--- src/rtl/regfile_wb_arbiter.sv ---
// Writeback arbiter for the 32x32 register bank: ALU vs LSU on one write port,
// with a per-register pending scoreboard for decode hazard checks.
module regfile_wb_arbiter #(
    parameter int MAX_WAIT = 4,
    parameter int XLEN     = 32
) (
    input  logic            clock,
    input  logic            reset,
    input  logic            alu_valid,
    output logic            alu_ready,
    input  logic [4:0]      alu_rd,
    input  logic [XLEN-1:0] alu_data,
    input  logic            lsu_valid,
    output logic            lsu_ready,
    input  logic [4:0]      lsu_rd,
    input  logic [XLEN-1:0] lsu_data,
    input  logic            issue_valid,
    input  logic [4:0]      issue_rd,
    input  logic [4:0]      rs1,
    input  logic [4:0]      rs2,
    output logic            rs1_busy,
    output logic            rs2_busy,
    output logic            rf_we,
    output logic [4:0]      rf_sel_in,
    output logic [XLEN-1:0] rf_data_in
);

    localparam logic [0:0] PRIO_LSU = 1'b0;
    localparam logic [0:0] PRIO_ALU = 1'b1;
    localparam logic [3:0] WAIT_MAX = 4'(MAX_WAIT);

    logic [0:0]  state;
    logic [0:0]  state_nxt;
    logic [3:0]  wait_cnt;
    logic [3:0]  wait_nxt;
    logic [31:0] pending;
    logic [31:0] pending_nxt;
    logic        alu_fire;
    logic        lsu_fire;
    logic        alu_stall;

    // Readies depend only on valids and priority, never on rd/data.
    always_comb begin
        alu_ready = 1'b1;
        lsu_ready = 1'b1;
        if (state == PRIO_LSU) begin
            alu_ready = !lsu_valid;
        end else begin
            lsu_ready = !alu_valid;
        end
    end

    assign alu_fire  = alu_valid && alu_ready;
    assign lsu_fire  = lsu_valid && lsu_ready;
    assign alu_stall = alu_valid && !alu_ready;

    always_comb begin
        wait_nxt = 4'd0;
        if (alu_stall) begin
            if (wait_cnt == WAIT_MAX) begin
                wait_nxt = wait_cnt;
            end else begin
                wait_nxt = wait_cnt + 4'd1;
            end
        end
    end

    // Flip to ALU priority on the edge that completes MAX_WAIT stalled cycles,
    // so the ALU is served in the very next cycle.
    always_comb begin
        state_nxt = state;
        case (state)
            PRIO_LSU: begin
                if (wait_nxt == WAIT_MAX) begin
                    state_nxt = PRIO_ALU;
                end
            end
            PRIO_ALU: begin
                if (alu_fire || !alu_valid) begin
                    state_nxt = PRIO_LSU;
                end
            end
        endcase
    end

    always_ff @(posedge clock or posedge reset) begin
        if (reset) begin
            state    <= PRIO_LSU;
            wait_cnt <= 4'd0;
        end else begin
            state    <= state_nxt;
            wait_cnt <= wait_nxt;
        end
    end

    // Writes to x0 are accepted but never reach the bank.
    always_ff @(posedge clock or posedge reset) begin
        if (reset) begin
            rf_we      <= 1'b0;
            rf_sel_in  <= 5'd0;
            rf_data_in <= '0;
        end else begin
            rf_we <= 1'b0;
            if (alu_fire) begin
                if (alu_rd != 5'd0) begin
                    rf_we      <= 1'b1;
                    rf_sel_in  <= alu_rd;
                    rf_data_in <= alu_data;
                end
            end else if (lsu_fire) begin
                if (lsu_rd != 5'd0) begin
                    rf_we      <= 1'b1;
                    rf_sel_in  <= lsu_rd;
                    rf_data_in <= lsu_data;
                end
            end
        end
    end

    // A new issue to the register being committed keeps it pending.
    always_comb begin
        pending_nxt = pending;
        if (rf_we) begin
            pending_nxt[rf_sel_in] = 1'b0;
        end
        if (issue_valid && issue_rd != 5'd0) begin
            pending_nxt[issue_rd] = 1'b1;
        end
        pending_nxt[0] = 1'b0;
    end

    always_ff @(posedge clock or posedge reset) begin
        if (reset) begin
            pending <= 32'd0;
        end else begin
            pending <= pending_nxt;
        end
    end

    assign rs1_busy = pending[rs1];
    assign rs2_busy = pending[rs2];

endmodule

--- config.mk ---
export PLATFORM = sky130hd
export DESIGN_NAME = regfile_wb_arbiter
export DESIGN_NICKNAME = d
export VERILOG_FILES = /design/src/rtl/regfile_wb_arbiter.sv
export SDC_FILE = /design/constraint.sdc
export NUM_CORES = 1
export LEC_CHECK = 0
export BUFFER_PORTS_ARGS = -buffer_cell sky130_fd_sc_hd__buf_2
export CORE_ASPECT_RATIO = 1.1
export CORE_MARGIN = 8
export CORE_UTILIZATION = 50
export CTS_BUF_LIST = sky130_fd_sc_hd__clkbuf_8
export CTS_CLUSTER_DIAMETER = 40
export DETAILED_ROUTE_END_ITERATION = 10
export PLACE_DENSITY_LB_ADDON = 0.05
export SLEW_MARGIN = 40
export SYNTH_ARGS = -nofsm -noshare
export SYNTH_HDL_FRONTEND = slang
export SYNTH_SLANG_ARGS = --single-unit
--- constraint.sdc ---
create_clock -name clock -period 3.6 [get_ports clock]
set_clock_uncertainty 0.1 [all_clocks]
set_input_delay 0.72 -clock clock [delete_from_list [all_inputs] [get_ports clock]]
set_output_delay 0.72 -clock clock [all_outputs]
set_load 0.005 [all_outputs]
### Word-level counts from Yosys, hierarchy flattened

Index checks and enable logic that the tools add are counted.

| storage, ports and cells | value |
|---|---|
| register bits | 74 |
| latch bits | 0 |
| bits in writable memories | 0 |
| memory bits (read-only) | 0 |
| input bits | 94 |
| logic and storage cells | 65 |
| memories kept | 0 |

| operators by class | value |
|---|---|
| add/sub/neg operators | 1 |
| multipliers | 0 |
| div/mod/pow operators | 0 |
| order comparisons | 6 |
| equality and inequality tests | 3 |
| shifts and indexed selects | 0 |
| mux-type cells | 29 |
| bitwise operators | 4 |
| reductions and logical operators | 16 |

Operators by type and width:

| operator | count |
|---|---|
| 32-bit 2-to-1 mux | 6 |
| 32-bit bitwise AND | 1 |
| 32-bit inverter | 1 |
| 32-bit OR | 1 |
| 5-bit by 6-bit less-than comparator with 1-bit output (second input constant) | 4 |
| 5-bit 2-to-1 mux | 4 |
| 5-bit nonzero test | 3 |
| 1-bit 2-to-1 mux | 12 |
| 1-bit binary-select mux with 5-bit select | 2 |
| 1-bit demux with 5-bit select | 2 |
| 5-bit by 1-bit >= comparator with 1-bit output (second input constant) | 2 |
| 4-bit by 3-bit == test with 1-bit output (second input constant) | 2 |
| 4-bit 2-to-1 mux | 2 |
| 1-bit logical AND | 6 |
| 4-bit by 1-bit adder with 4-bit output (second input constant) | 1 |
| 2-bit nonzero test | 2 |
| 1-bit zero test | 3 |
| 3-bit AND reduction | 1 |
| 2-bit by 1-bit != test with 1-bit output (second input constant) | 1 |
| 1-bit case mux with 2 select lines | 1 |
| 1-bit logical OR | 1 |
| 1-bit inverter | 1 |

### Depth between registers and ports, before layout

| logic depth | value |
|---|---|
| depth in word-level cells | 9 |
| gate-level depth with buffers | 6 |

### Worst setup path after synthesis

No wires, ideal clock.

| timing path | value |
|---|---|
| kind | in2out |
| start | input port rs1[1] |
| end | output port rs1_busy |
| arrival time | 1908 ps |
| setup slack | 872 ps |
| cell stages on the path | 5 |
| path buffers | 1 |
| path through | clkbuf_1 mux4_2 nand2b_1 o211ai_1 nand4_1 |

| on the way | value |
|---|---|
| cells in the longest elaborated chain, start to end | 2 |

Ends and longest elaborated chain:

| what | RTL line | source |
|---|---|---|
| from (decl) | 19 | `input logic [4:0] rs1,` |
| 1-bit binary-select mux with 5-bit select | 140 | `assign rs1_busy = pending[rs1];` |
| 1-bit 2-to-1 mux (implied by the code) | 140 |  |
| to (decl) | 21 | `output logic rs1_busy,` |

Every way passes these cells. The select of a mux whose other input is x is not followed.

### Final worst setup path

| timing path | value |
|---|---|
| start | input port rs2[1] |
| end | output port rs2_busy |

| on the way | value |
|---|---|
| cells in the longest elaborated chain, start to end | 2 |

Ends and longest elaborated chain:

| what | RTL line | source |
|---|---|---|
| from (decl) | 20 | `input logic [4:0] rs2,` |
| 1-bit binary-select mux with 5-bit select | 141 | `assign rs2_busy = pending[rs2];` |
| 1-bit 2-to-1 mux (implied by the code) | 141 |  |
| to (decl) | 22 | `output logic rs2_busy,` |

Every way passes these cells. The select of a mux whose other input is x is not followed.

==> reports/qor.log <==
[routing] Total Wirelength 10.7 mm
[critical_path] arrival time reported for the critical path endpoint 1.96 ns
[clocking] latest clock arrival within the worst-skew pair 0.35 ns
[clocking] TritonCTS buffer count 9
[clocking] quantity of hold-fixing buffers added after cts 0
[placement] pre-CTS setup slack 0.828 ns
[clocking] clock tree from TritonCTS yes
[critical_path] maximum single-stage delay on the critical path 0.51 ns
[clocking] post-cts resize count 0
[timing] maximum clock rate 0.360 GHz
[die] Die Outline Area 0.0113 mm²
[logic_synthesis] top cell type's share of synthesized area 45.5%
[logic_synthesis] cell count after synthesis 347
[timing] number of hold violations in the final report 0
[grt] global-route wire length before repair 17.7 mm
[routing] Vias/cell 5.55
[clocking] Root Buffer Master sky130_fd_sc_hd__clkbuf_8
[timing] count of endpoints failing setup in the final report 0
[die] I/O pin cnt 136
[logic_synthesis] warnings from Yosys 0
[routing] vias after detailed routing 3308
[layout] total number of nets in the final design 579
[grt] pin count of the biggest net entering global routing 38
[routing] average detailed-routed wire length per instance 17.9 µm
[worst_hold_path] Tightest Hold Check Type in2async
[critical_path] sort of element at the start of the critical path input pin
[logic_synthesis] average cell area after synthesis 11.7 µm²
[power] Static Leak 2.29 nW
[grt] overall fraction of global-route tracks in use 19.7%
[critical_path] required time of the worst setup path 2.78 ns
[critical_path] beginning of the critical path rs2[1]
[grt] vias in the first global route 3657
[placement] final weighted congestion in routability-driven placement 0.878
[die] Starting Density 51.4%
[critical_path] worst reg-to-reg path cell count 5
[routing] ANT nets after route 0
[timing] Post-Route Hold Slack 0.350 ns
[timing] max-slew violation count 0
[critical_path] startpoint of the worst-slack reg-to-reg timing path state
[layout] share of the core filled with cells 63.6%
[critical_path] Worst R2R Setup Slack 1.33 ns
[clocking] maximum level of the CTS H-tree 3
[layout] layout filler cell count 692
[grt] GR Overflow Total 0
[layout] layout overhead on the synthesized area 23.8%
[layout] number of standard cells in the final layout excluding fillers 596
[layout] Non-Filler Cell Area, Final 0.00504 mm²
[critical_path] Critical Path, Cell by Cell buf_2 -> mux4_2 -> nand2b_1 -> o211ai_1 -> nand4_1 -> buf_2
[power] total power per unit cell area 512 mW/mm²
[placement] total instance count after detailed placement 580
[critical_path] Critical Path Stages 6
[critical_path] sum of buffers and inverters on the critical path 2
[outcome] run status completed
[placement] post-placement cell area 0.00483 mm²
[routing] 1st-pass router iterations 4
[critical_path] critical path peak fanout 10
[critical_path] endpoint of the worst setup timing path rs2_busy
[routing] number of design rule violations left after detail routing 0
[logic_synthesis] number of nets in the synthesized netlist 443
[critical_path] crit-path most repeated cell sky130_fd_sc_hd__buf_2
[timing] slack of the critical path 0.824 ns
[layout] proportion of layout cells with a drive suffix above 1 50.2%
[critical_path] family with the most delay on the worst path multiplexers
[timing] unrepaired setup endpoints after global routing false
[logic_synthesis] post-synthesis register bit count 74
[timing] worst relative slew slack 52.5%
[critical_path] library cell contributing the largest single delay on the critical path sky130_fd_sc_hd__mux4_2
[die] area of the core region 0.00791 mm²
[job] reported max-cap violation count 0
[critical_path] endpoint type of the worst setup path primary output
[placement] detailed placement HPWL 8.31 mm
[critical_path] Setup Crit Path Kind in2out
[timing] clock period minus final worst setup slack 2.78 ns
[placement] I/O Buffers 135
[power] maximum VDD drop 0.258 mV
[clocking] Clock Sinks 74
[timing] final setup TNS 0 ns
[power] final total power 2.58 mW
[clocking] postcts setup bufs 0
[layout] count of antenna diodes in the layout 0
[logic_synthesis] synthesized area 0.00407 mm²
[routing] initial drt markers 156
[logic_synthesis] Unique masters post-synth 33
[clocking] buffer depth of the longest clock path 2
[clocking] clock-pin slew on the worst setup and hold paths 0.08 ns
[die] Die H 111 µm
[logic_synthesis] leading cell types by total area after synthesis sky130_fd_sc_hd__dfrtp_1 46%, sky130_fd_sc_hd__mux2_2 15%, sky130_fd_sc_hd__o21ai_0 7.6%
[logic_synthesis] most area-hungry cell type in the Yosys netlist sky130_fd_sc_hd__dfrtp_1
[die] Die Span X 102 µm
[timing] final cycle utilization of the critical path 77.1%
[grt] antenna violations before repair 0
[timing] Least-Margin Pin Slew 0.710 ns
[die] number of standard-cell rows in the floorplan 34
[critical_path] capturing point of the worst reg2reg path rf_data_in[31]
[logic_synthesis] sequential share of the synthesized area 45.5%
## state kept, by name (all words and copies together), names as in the netlist
name / count
wait_cnt: 4
rf_data_in: 32
pending: 31
state: 1
rf_we: 1
rf_sel_in: 5
## per-layer routing
| layer | part of all wire [%] | GRT usage [%] |
|---|---|---|
| met4 | 0.96 | 4.90 |
| met5 | 0 | 0 |
| met3 | 9.9 | 7.91 |
| met1 | 40 | 23.4 |
| met2 | 49 | 32.1 |
## worst min-delay path by stage
stage	startpoint	to	slack [ns]
CTS	reset	rf_data_in[22]	0.36
global route	reset	rf_data_in[18]	0.39
detailed placement	rf_data_in[12]	rf_data_in[12]	0.39
finish	reset	rf_data_in[22]	0.35
floorplan	pending[5]	pending[5]	0.38
global placement	rf_data_in[24]	rf_data_in[24]	0.39
## cell usage after synthesis
master,n
sky130_fd_sc_hd__o21ai_0,62
sky130_fd_sc_hd__clkbuf_1,4
sky130_fd_sc_hd__o2111ai_1,2
sky130_fd_sc_hd__xnor2_1,1
sky130_fd_sc_hd__ha_1,2
sky130_fd_sc_hd__o21ai_2,1
sky130_fd_sc_hd__inv_1,7
sky130_fd_sc_hd__mux2_4,19
sky130_fd_sc_hd__or4_4,1
sky130_fd_sc_hd__mux4_2,6
sky130_fd_sc_hd__dfrtp_1,74
sky130_fd_sc_hd__nand2_1,8
sky130_fd_sc_hd__buf_2,5
sky130_fd_sc_hd__nor2_1,13
sky130_fd_sc_hd__nand3_1,13
sky130_fd_sc_hd__nand4_1,2
sky130_fd_sc_hd__or3_1,2
sky130_fd_sc_hd__a211oi_1,2
sky130_fd_sc_hd__mux2_2,55
sky130_fd_sc_hd__buf_1,2
sky130_fd_sc_hd__o211ai_1,2
sky130_fd_sc_hd__nand3b_1,12
sky130_fd_sc_hd__o211ai_2,1
sky130_fd_sc_hd__buf_6,3
sky130_fd_sc_hd__a22oi_1,4
sky130_fd_sc_hd__nor2b_1,4
sky130_fd_sc_hd__or3b_2,6
sky130_fd_sc_hd__nand2b_1,5
sky130_fd_sc_hd__mux2i_1,19
sky130_fd_sc_hd__nor3b_1,1
sky130_fd_sc_hd__nor3_1,1
sky130_fd_sc_hd__or4_1,1
sky130_fd_sc_hd__a21oi_1,7
## cell families (layout without fill, tap and decap cells)
| kind of cell | after synthesis | in the layout | synth area share (%) |
|---|---|---|---|
| mux | 99 | 99 | 30.2 |
| compound gates | 81 | 81 | 10.9 |
| flops | 74 | 74 | 45.5 |
| simple gates | 69 | 69 | 9.82 |
| buf+inv | 21 | 162 | 2.65 |
| fa+ha+maj | 2 | 2 | 0.615 |
| xor+xnor | 1 | 1 | 0.215 |
## cell usage in the layout, fill, tap and decap left out, drive strengths merged, types with 5 or more instances in the layout
cell    instances
nand2b          5
mux4            6
inv             8
nor2           13
buf           139
a21oi           7
clkbuf         10
dfrtp          74
o21ai          63
or3b            6
nand3b         12
mux2           74
mux2i          19
nand2           8
nand3          13
## where the power goes
group	switching, mW	total (mW)	internal, mW
Combinational	0.302	0.675	0.373
Clock	0.319	0.660	0.340
Sequential	0.190	1.24	1.05
Total	0.812	2.58	1.77
## cell type report
cell class,instances,area (µm²),share of cell area [%]
Tap cell,108,135,2.68
Clock buffer,10,138,2.73
Clock inverter,6,65.1,1.29
Multi-Input combinational cell,252,2110,42.0
Sequential cell,74,1850,36.8
Inverter,7,26.3,0.522
Timing Repair Buffer,139,706,14.0
Note: power is estimated with default switching activity, not from simulation.
